<file path="config.mk">
export PLATFORM = sky130hd
export DESIGN_NAME = ddr_cdc_word_sender
export DESIGN_NICKNAME = d
export VERILOG_FILES = /design/src/rtl/ddr_cdc_word_sender.sv
export SDC_FILE = /design/constraint.sdc
export NUM_CORES = 1
export LEC_CHECK = 0
export CELL_PAD_IN_SITES_DETAIL_PLACEMENT = 0
export CELL_PAD_IN_SITES_GLOBAL_PLACEMENT = 1
export CORE_ASPECT_RATIO = 1.1
export CORE_UTILIZATION = 39
export CTS_CLUSTER_SIZE = 28
export DETAILED_ROUTE_END_ITERATION = 16
export PLACE_DENSITY = 0.93
export SYNTH_ARGS = -nofsm -noshare
export SYNTH_HDL_FRONTEND = slang
export SYNTH_SLANG_ARGS = --single-unit
</file>
<file path="constraint.sdc">
create_clock -name i_clk -period 2.87 [get_ports i_clk]
set_input_delay 0.4305 -clock i_clk [delete_from_list [all_inputs] [get_ports i_clk]]
set_output_delay 0.4305 -clock i_clk [all_outputs]
set_load 0.01 [all_outputs]
</file>
<file path="src/rtl/ddr_cdc_word_sender.sv">
// ----------------------------------------------------------------------------
// ddr_cdc_word_sender
//
// Source-domain end of a 2-phase (toggle) request/acknowledge handshake that
// carries one DATA_WIDTH word per transfer into another clock domain.
//
// A word accepted in IDLE is registered onto o_data_out first. One cycle
// later (LAUNCH) o_req_out toggles, so the data bus is already stable when
// the destination sees the request. The block then waits (WAIT_ACK) until
// the synchronised acknowledge toggle matches o_req_out, and returns to IDLE.
//
// Ports:
//   i_clk            source-domain clock
//   i_rst            synchronous reset, active-high
//   i_data_in        word to send
//   i_data_valid     i_data_in valid this cycle
//   o_ready          block accepts a word this cycle (state is IDLE)
//   o_data_out       registered word, stable while the request is outstanding
//   o_req_out        request toggle towards the destination domain
//   i_ack_in         acknowledge toggle from the destination (asynchronous)
//   o_drop_count     saturating count of cycles with valid while not ready
//   o_timeout        sticky: a WAIT_ACK lasted longer than TIMEOUT_CYCLES
//   o_spurious_ack   sticky: synchronised ack toggled outside WAIT_ACK
// ----------------------------------------------------------------------------
module ddr_cdc_word_sender #(
  parameter int DATA_WIDTH     = 24,
  parameter int SYNC_STAGES    = 4,
  parameter int TIMEOUT_CYCLES = 65535
) (
  input  logic                  i_clk,
  input  logic                  i_rst,
  input  logic [DATA_WIDTH-1:0] i_data_in,
  input  logic                  i_data_valid,
  output logic                  o_ready,
  output logic [DATA_WIDTH-1:0] o_data_out,
  output logic                  o_req_out,
  input  logic                  i_ack_in,
  output logic [15:0]           o_drop_count,
  output logic                  o_timeout,
  output logic                  o_spurious_ack
);

  localparam logic [1:0] ST_IDLE     = 2'd0;
  localparam logic [1:0] ST_LAUNCH   = 2'd1;
  localparam logic [1:0] ST_WAIT_ACK = 2'd2;

  // The timeout counter only needs to reach TIMEOUT_CYCLES; a disabled
  // timeout still gets a 1-bit counter so the declarations stay legal.
  localparam int              CNT_W       = (TIMEOUT_CYCLES > 0) ? $clog2(TIMEOUT_CYCLES + 1) : 1;
  localparam logic [CNT_W-1:0] TIMEOUT_VAL = CNT_W'(TIMEOUT_CYCLES);

  logic [1:0]            r_state;
  logic [DATA_WIDTH-1:0] r_dataOut;
  logic                  r_reqOut;
  (* ASYNC_REG = "TRUE", SHREG_EXTRACT = "NO" *)
  logic [SYNC_STAGES-1:0] r_ackSync;
  logic                  r_ackPrev;
  logic [15:0]           r_dropCount;
  logic                  r_timeout;
  logic                  r_spurious;
  logic [CNT_W-1:0]      r_toCount;

  logic                  w_ackS;
  logic                  w_ready;

  // Last synchroniser stage is the only copy of the ack that logic may use.
  assign w_ackS  = r_ackSync[SYNC_STAGES-1];
  assign w_ready = (r_state == ST_IDLE);

  assign o_ready        = w_ready;
  assign o_data_out     = r_dataOut;
  assign o_req_out      = r_reqOut;
  assign o_drop_count   = r_dropCount;
  assign o_timeout      = r_timeout;
  assign o_spurious_ack = r_spurious;

  // Handshake state machine, ack synchroniser and status flags.
  // The ack chain shifts every cycle regardless of state; r_ackPrev keeps the
  // previous synchronised value so any ack edge can be seen, which is how an
  // ack toggle arriving while nothing is outstanding gets flagged.
  // In WAIT_ACK the timeout counter stops at TIMEOUT_CYCLES and the flag is
  // raised on the following waiting cycle; the transfer itself keeps waiting.
  always_ff @(posedge i_clk) begin
    if (i_rst) begin
      r_state     <= ST_IDLE;
      r_dataOut   <= '0;
      r_reqOut    <= 1'b0;
      r_ackSync   <= '0;
      r_ackPrev   <= 1'b0;
      r_dropCount <= 16'd0;
      r_timeout   <= 1'b0;
      r_spurious  <= 1'b0;
      r_toCount   <= '0;
    end else begin
      r_ackSync <= {r_ackSync[SYNC_STAGES-2:0], i_ack_in};
      r_ackPrev <= w_ackS;

      if (i_data_valid && !w_ready && (r_dropCount != 16'hFFFF)) begin
        r_dropCount <= r_dropCount + 16'd1;
      end

      if ((w_ackS != r_ackPrev) && ((r_state == ST_IDLE) || (r_state == ST_LAUNCH))) begin
        r_spurious <= 1'b1;
      end

      case (r_state)
        ST_IDLE: begin
          if (i_data_valid) begin
            r_dataOut <= i_data_in;
            r_state   <= ST_LAUNCH;
          end
        end
        ST_LAUNCH: begin
          r_reqOut  <= ~r_reqOut;
          r_toCount <= '0;
          r_state   <= ST_WAIT_ACK;
        end
        ST_WAIT_ACK: begin
          if (w_ackS == r_reqOut) begin
            r_state <= ST_IDLE;
          end else if (TIMEOUT_CYCLES != 0) begin
            if (r_toCount == TIMEOUT_VAL) begin
              r_timeout <= 1'b1;
            end else begin
              r_toCount <= r_toCount + CNT_W'(1);
            end
          end
        end
        default: begin
          r_state <= ST_IDLE;
        end
      endcase
    end
  end

endmodule

</file>
==> impl_metrics.csv, run 1 <==
group,metric,value,unit
outcome,outcome,"finished clean",
worst_hold_path,hold_path.class,"flip-flop to flip-flop",
flow_run,maxCapViolCount,0,
worst_setup_path,crit_type,"flip-flop to flip-flop",
global_routing,global_route.usage.met2,28.31,%
yosys,post-synth-top-area-fraction,43.40,%
final_layout,nNetsFinal,469,
yosys,netlist_top_cells_count,"68 x nand2_1, 66 x dfxtp_1, 43 x a21oi_1",
placed_design,dpl.hpwl,4907,um
yosys,area_of_the_mapped_netlist,3044,sq um
drt,via_per_inst,5.273,
final_layout,area_of_the_multi_input_gates,1614,sq um
yosys,synth.largest_area_cell,"dfxtp_1",
placed_design,count_of_buffers_from_port_buffering,71,
timing,finalMaxSlewViolations,0,
timing,endpoints_failing_hold,0,
clock_network,clock_tree.htree_level_count,3,
yosys,ys_warn_count,0,
global_routing,m3_gr_usage,7.255,%
clock_network,post_cts_resized,0,
power,power_density,523.7,nW/um^2
global_routing,groute.layer.met1.usage,23.64,%
worst_setup_path,critical_path.endpoint_type,"flip-flop",
clock_network,clk_transition_reported_paths,0.08,ns
worst_setup_path,crit_chain,"ha_1 > nand4_4 > or4_1 > a31o_1 > a21oi_2",
final_layout,antenna_cells,0,
timing,setup_viol,0,
power,power_frac_comb,12.5,%
floorplanning,rows,33,
drt,drt_pre_antenna_iters,4,
floorplanning,vert_die_dim,94.66,um
worst_setup_path,arrival,2.46,ns
yosys,number_of_synthesized_register_bits,66,
global_routing,grt_busiest_layer,"met2",
timing,setup_tns,0,ns
final_layout,register_area,1321,sq um
worst_setup_path,worst-path-buf-inv,0,
final_layout,num-fill-cells,733,
yosys,postSynth.asyncResetShare,0,%
floorplanning,top_level_ports,72,
power,leakagePower,0.001405,uW
timing,worst_slew_pin_slew,0.8036,ns
clock_network,clock_path_buffers,2,
timing,fin_hold_ws,0.4442,ns
yosys,synthesis.instances,367,
drt,ant_nets,0,
drt,count_of_unresolved_drc_violations_after_routing,0,
global_routing,grt_usage,18.66,%
global_routing,initial_antenna_violation_count,0,
yosys,synth_area_per_cell,8.295,sq um
final_layout,post_route_cells_drive_above_1_share,7.710,%
power,report.power.total,2126,uW
drt,initialDrtViolationCount,191,
timing,rsz0062_at_grt,"no",
global_routing,grt_first_pass_wirelength,12120,um
timing,final_min_period_over_clock_period,76.02,%
clock_network,clk_root_buffer_cell,"clkbuf_8",
worst_setup_path,critical_path_peak_fanout,15,
timing,timing.slew.headroom,45.93,%
yosys,yosysUniqueCellTypes,55,
drt,wirelength,7249,um
power,cell_internal_pwr,1593,uW
floorplanning,fp.coreArea,7515,sq um
power,fraction_of_power_spent_switching_nets,25.09,%
clock_network,worst_skew_pair_latency,0.34,ns
yosys,synth_edf_count,0,
drt,routed-via-count,2879,
timing,final_critical_path_setup_slack,0.6881,ns
final_layout,area_growth,33.37,%
yosys,seq_area_frac_synth,43.40,%
timing,timing.clock.skew,0.009581,ns
worst_setup_path,worst_ep_required_time,3.14,ns
worst_setup_path,crit_family,"simple AND/OR/NAND/NOR gates",
worst_setup_path,cp-start-kind,"flip-flop",
clock_network,post_cts.repair.setup_buffers,0,
yosys,synth.most_common_cell,"nand2_1",
clock_network,cts_tree,"yes",
yosys,mapped_nets,400,
global_routing,grt_pass1_vias,2697,
worst_setup_path,cp_slowest_stage_delay,0.84,ns
placed_design,detailedPlace.worstSlack,0.5393,ns
floorplanning,design.die.area,8163,sq um
drt,wl_per_cell,13.28,um
yosys,dominantRegCellSynth,"dfxtp_1",
final_layout,instances_no_fill,546,
global_routing,grt_max_degree,54,
yosys,ys_top_cells_by_area,"dfxtp_1 43%, nand2_1 8.4%, a21oi_1 7.1%",
power,worst_ir_drop_vdd,0.0003051,V
floorplanning,die_w,86.24,um
power,total_switching_power,533.4,uW
clock_network,clock_sink_count,66,
timing,final_period_minus_worst_setup_slack,2.182,ns
placed_design,gp_congestion,0.7875,
power,clock_power_share,41.9,%
global_routing,remaining_overflow_grt,0,
power,seq_power_share,45.6,%
floorplanning,start_util,40.51,%
timing,clock.fmax,0.4583,GHz
placed_design,numPlacedInstances,530,
clock_network,cts_buffers,9,
worst_setup_path,critical_path.slowest_cell,"or4_1",
clock_network,hold_buffers,0,
[power by group through the flow]
stage                     clock [uW]  sequential (uW)  combinational (uW)
after floorplan                    0             1000                 122
after global placement             0              990                 265
after detailed placement           0              991                 267
after CTS                        912              971                 269
after global routing             957              975                 294
final                            891              970                 265
[stage by stage]
step,util (%),instance area [sq um]
global placement,51.00,3832
CTS,54.03,4060
floorplan,-,3044
finish,54.03,4060
global route,54.03,4060
detailed placement,51.00,3832
[registers in the layout, indices dropped and copies added (netlist names)]
register	cells
o_drop_count	16
r_toCount	16
r_state	2
r_ackPrev	1
o_req_out	1
o_spurious_ack	1
r_ackSync	4
o_data_out	24
o_timeout	1
[layer usage]
metal,routed length [um],up-vias
met2,3314,73
met4,85,0
met5,0,-
met1,3320,1354
li1,-,1444
met3,530,8
[cell usage in the layout (no fill, tap or decap), types with 2 or more instances in the layout]
cell and count:
or3_1 5, or4_1 5, o21ai_0 7, a31o_1 2, inv_1 10, mux2i_1 3
o211ai_1 2, nor2_1 16, ha_1 5, clkdlybuf4s50_1 70, a31oi_1 14, xor2_1 2
nand2_1 68, bufinv_16 2, xnor2_1 2, nor4_2 2, nor3_1 6, nand2b_1 9
dfxtp_1 66, o31ai_1 4, buf_4 3, clkbuf_8 10, and4_1 2, nand4_1 11
nor2b_1 15, mux2_1 5, clkinv_4 2, a21oi_1 43, nand3_1 10, nor4_1 4
and3_1 3, a21oi_2 2, or2_2 2, and2_1 4
[logic make-up (layout without fill, tap and decap cells)]
logic type | count (synthesis) | in the layout | share of synthesized area [%]
mux | 9 | 9 | 3.206
compound gates | 86 | 86 | 17.06
buf+inv | 26 | 100 | 3.576
fa+ha+maj | 5 | 5 | 2.055
flops | 66 | 66 | 43.40
simple gates | 171 | 171 | 29.55
xor+xnor | 4 | 4 | 1.151
[path summary, 6_finish.rpt]
| check | start | slack, ns | cells past startpoint | end |
|---|---|---|---|---|
| setup / recovery | r_toCount[0] | 0.69 | 5 | r_toCount[4] |
| setup reg to reg | r_toCount[0] | 0.69 | 5 | r_toCount[4] |
| hold / removal | r_ackSync[2] | 0.44 | 1 | r_ackSync[3] |
| hold reg to reg | r_ackSync[2] | 0.44 | 1 | r_ackSync[3] |
[final cells by class]
cell class	count	share of cell area, %
Clock inverter	6	2.219
Clock buffer	10	3.390
Timing Repair Buffer	74	17.94
Multi-Input combinational cell	275	39.75
Inverter	10	0.9245
Tap cell	105	3.236
Sequential cell	66	32.54
Power figures use the tool's default switching activity.
==> inputs of run 2 (changes only) <==
--- a/config.mk
+++ b/config.mk
@@ -8,10 +8,10 @@
 export CELL_PAD_IN_SITES_DETAIL_PLACEMENT = 0
 export CELL_PAD_IN_SITES_GLOBAL_PLACEMENT = 1
 export CORE_ASPECT_RATIO = 1.1
-export CORE_UTILIZATION = 39
+export CORE_UTILIZATION = 33
 export CTS_CLUSTER_SIZE = 28
 export DETAILED_ROUTE_END_ITERATION = 16
-export PLACE_DENSITY = 0.93
+export PLACE_DENSITY = 0.85
 export SYNTH_ARGS = -nofsm -noshare
 export SYNTH_HDL_FRONTEND = slang
 export SYNTH_SLANG_ARGS = --single-unit
==> constraint.sdc (replaced) <==
create_clock -name i_clk -period 1.9 [get_ports i_clk]
set_input_delay 0.285 -clock i_clk [delete_from_list [all_inputs] [get_ports i_clk]]
set_output_delay 0.285 -clock i_clk [all_outputs]
set_load 0.01 [all_outputs]
==> run 2 against run 1 <==
Net effect:
- global-route usage shrank 1.9 points
- largest power group unchanged
- via count grew 4.3%
- combinational power grew 72%
- maximum frequency grew 20%
- critical path type unchanged
- cell count grew 8.8%
- sequential share of layout area shrank 2.4 points
- final area grew 8.2%
- worst hold slack lost 0.19 ns
- sequential cell count is the same
==> impl_metrics.csv, run 2 (synthesized netlist as in run 1, its figures left out) <==
group,metric,value,unit
global_routing,groute.layer.met1.usage,20.62,%
final_layout,fin_area,4393,sq um
timing,timing.clock.skew,0.01169,ns
drt,wirelength,7789,um
placed_design,place_area,4126,sq um
worst_setup_path,critical_path.endpoint_type,"flip-flop",
final_layout,area_growth,44.31,%
timing,fin_hold_ws,0.2590,ns
power,leakagePower,0.001593,uW
floorplanning,top_level_ports,72,
clock_network,cts_buffers,9,
final_layout,post_route_cells_drive_above_1_share,17.50,%
timing,setup_viol,0,
global_routing,grt_pass1_vias,2895,
timing,worst_slew_pin_slew,0.4855,ns
final_layout,top_library_cells_by_usage_in_the_layout_fill_and_taps_aside,"69 x clkdlybuf4s50_1, 68 x nand2_1, 64 x dfxtp_1",
timing,final_min_period_over_clock_period,95.53,%
global_routing,grt_max_degree,37,
clock_network,hold_buffers,0,
floorplanning,fp.coreArea,8919,sq um
power,worst_ir_drop_vdd,0.0003822,V
worst_setup_path,cp-start-kind,"flip-flop",
floorplanning,vert_die_dim,102.7,um
worst_hold_path,hold_path.class,"input pin to flip-flop",
timing,final_period_minus_worst_setup_slack,1.815,ns
power,power_density,708.9,nW/um^2
drt,count_of_unresolved_drc_violations_after_routing,0,
final_layout,nNetsFinal,508,
global_routing,grt_busiest_layer,"met2",
placed_design,count_of_buffers_from_port_buffering,71,
timing,timing.slew.headroom,67.63,%
worst_setup_path,crit_type,"flip-flop to flip-flop",
timing,finalMaxSlewViolations,0,
clock_network,clock_path_buffers,2,
global_routing,initial_antenna_violation_count,0,
global_routing,m3_gr_usage,4.499,%
global_routing,grt_first_pass_wirelength,12900,um
drt,wl_per_cell,13.11,um
clock_network,clk_transition_reported_paths,0.08,ns
timing,endpoints_failing_hold,0,
placed_design,dpl.hpwl,5593,um
global_routing,remaining_overflow_grt,0,
clock_network,clock_tree.htree_level_count,3,
worst_setup_path,critical_path_peak_fanout,7,
clock_network,worst_skew_pair_latency,0.33,ns
floorplanning,design.die.area,9613,sq um
clock_network,cts_tree,"yes",
global_routing,global_route.usage.met2,27.77,%
final_layout,flip_flop_count_of_the_largest_register_all_copies_and_words_added,24,
outcome,outcome,"finished clean",
timing,rsz0062_at_grt,"no",
drt,drt_pre_antenna_iters,5,
floorplanning,start_util,34.13,%
final_layout,layout.core_utilization,49.26,%
final_layout,antenna_cells,0,
drt,via_per_inst,5.056,
clock_network,clk_root_buffer_cell,"clkbuf_8",
drt,ant_nets,0,
placed_design,gp_congestion,0.8014,
drt,routed-via-count,3003,
floorplanning,die_w,93.58,um
worst_setup_path,arrival,2.09,ns
worst_setup_path,worst_ep_required_time,2.18,ns
flow_run,maxCapViolCount,0,
timing,setup_tns,0,ns
floorplanning,rows,36,
timing,clock.fmax,0.5510,GHz
drt,initialDrtViolationCount,122,
final_layout,mostFrequentLayoutCell,"clkdlybuf4s50_1",
global_routing,grt_usage,16.71,%
clock_network,clock_sink_count,66,
-- run 2: what timing repair did --
action,CTS,global route
pin swaps,1,4
gates resized for setup,1,13
cloned,0,0
endpoints found under the setup margin,2,8
buffers inserted,1,2
-- run 2: worst paths after layout --
path                      from  cells past startpoint  slack (ns)          endpoint
hold / removal           i_rst                      2        0.26         o_timeout
hold reg to reg   r_ackSync[1]                      1        0.44      r_ackSync[2]
setup reg to reg    r_state[0]                      6        0.08  o_drop_count[11]
setup / recovery    r_state[0]                      6        0.08  o_drop_count[11]
-- run 2: critical path, stage by stage, from the launching register on --
cell	delay [ns]
dfxtp_2	0.35
inv_2	0.05
ha_4	0.16
and4b_2	0.31
nand4_1	0.23
or4_4	0.55
a21oi_2	0.11
-- run 2: power breakdown --
| part | switching, uW | internal, uW |
|---|---|---|
| Clock | 581 | 615 |
| Combinational | 221 | 234 |
| Sequential | 29.4 | 1430 |
| Total | 831 | 2280 |
-- run 2: cell type report --
cell class | count | area [sq um]
fill | 855 | 4526
multi-input combinational | 275 | 1655
sequential | 66 | 1324
timing repair buffer | 113 | 1032
tap | 114 | 142.6
clock buffer | 9 | 123.9
clock inverter | 7 | 77.57
inverter | 10 | 37.54
-- run 2: metal layers --
metal	part of all wire, %	vias to the layer above
li1	-	1523
met1	46	1392
met2	48	78
met3	4.4	10
met4	1.4	0
met5	0	-
-- run 2: per-stage QoR --
stage          std cells  power (uW)  setup slack [ns]
4_1_cts              592        3149           0.01414
5_1_grt              594        3269          0.003146
6_report             594        3114           0.08495
3_3_place_gp         575        1937          -0.04373
2_1_floorplan        367        1699           0.06237
3_5_place_dp         575        1944           -0.1072
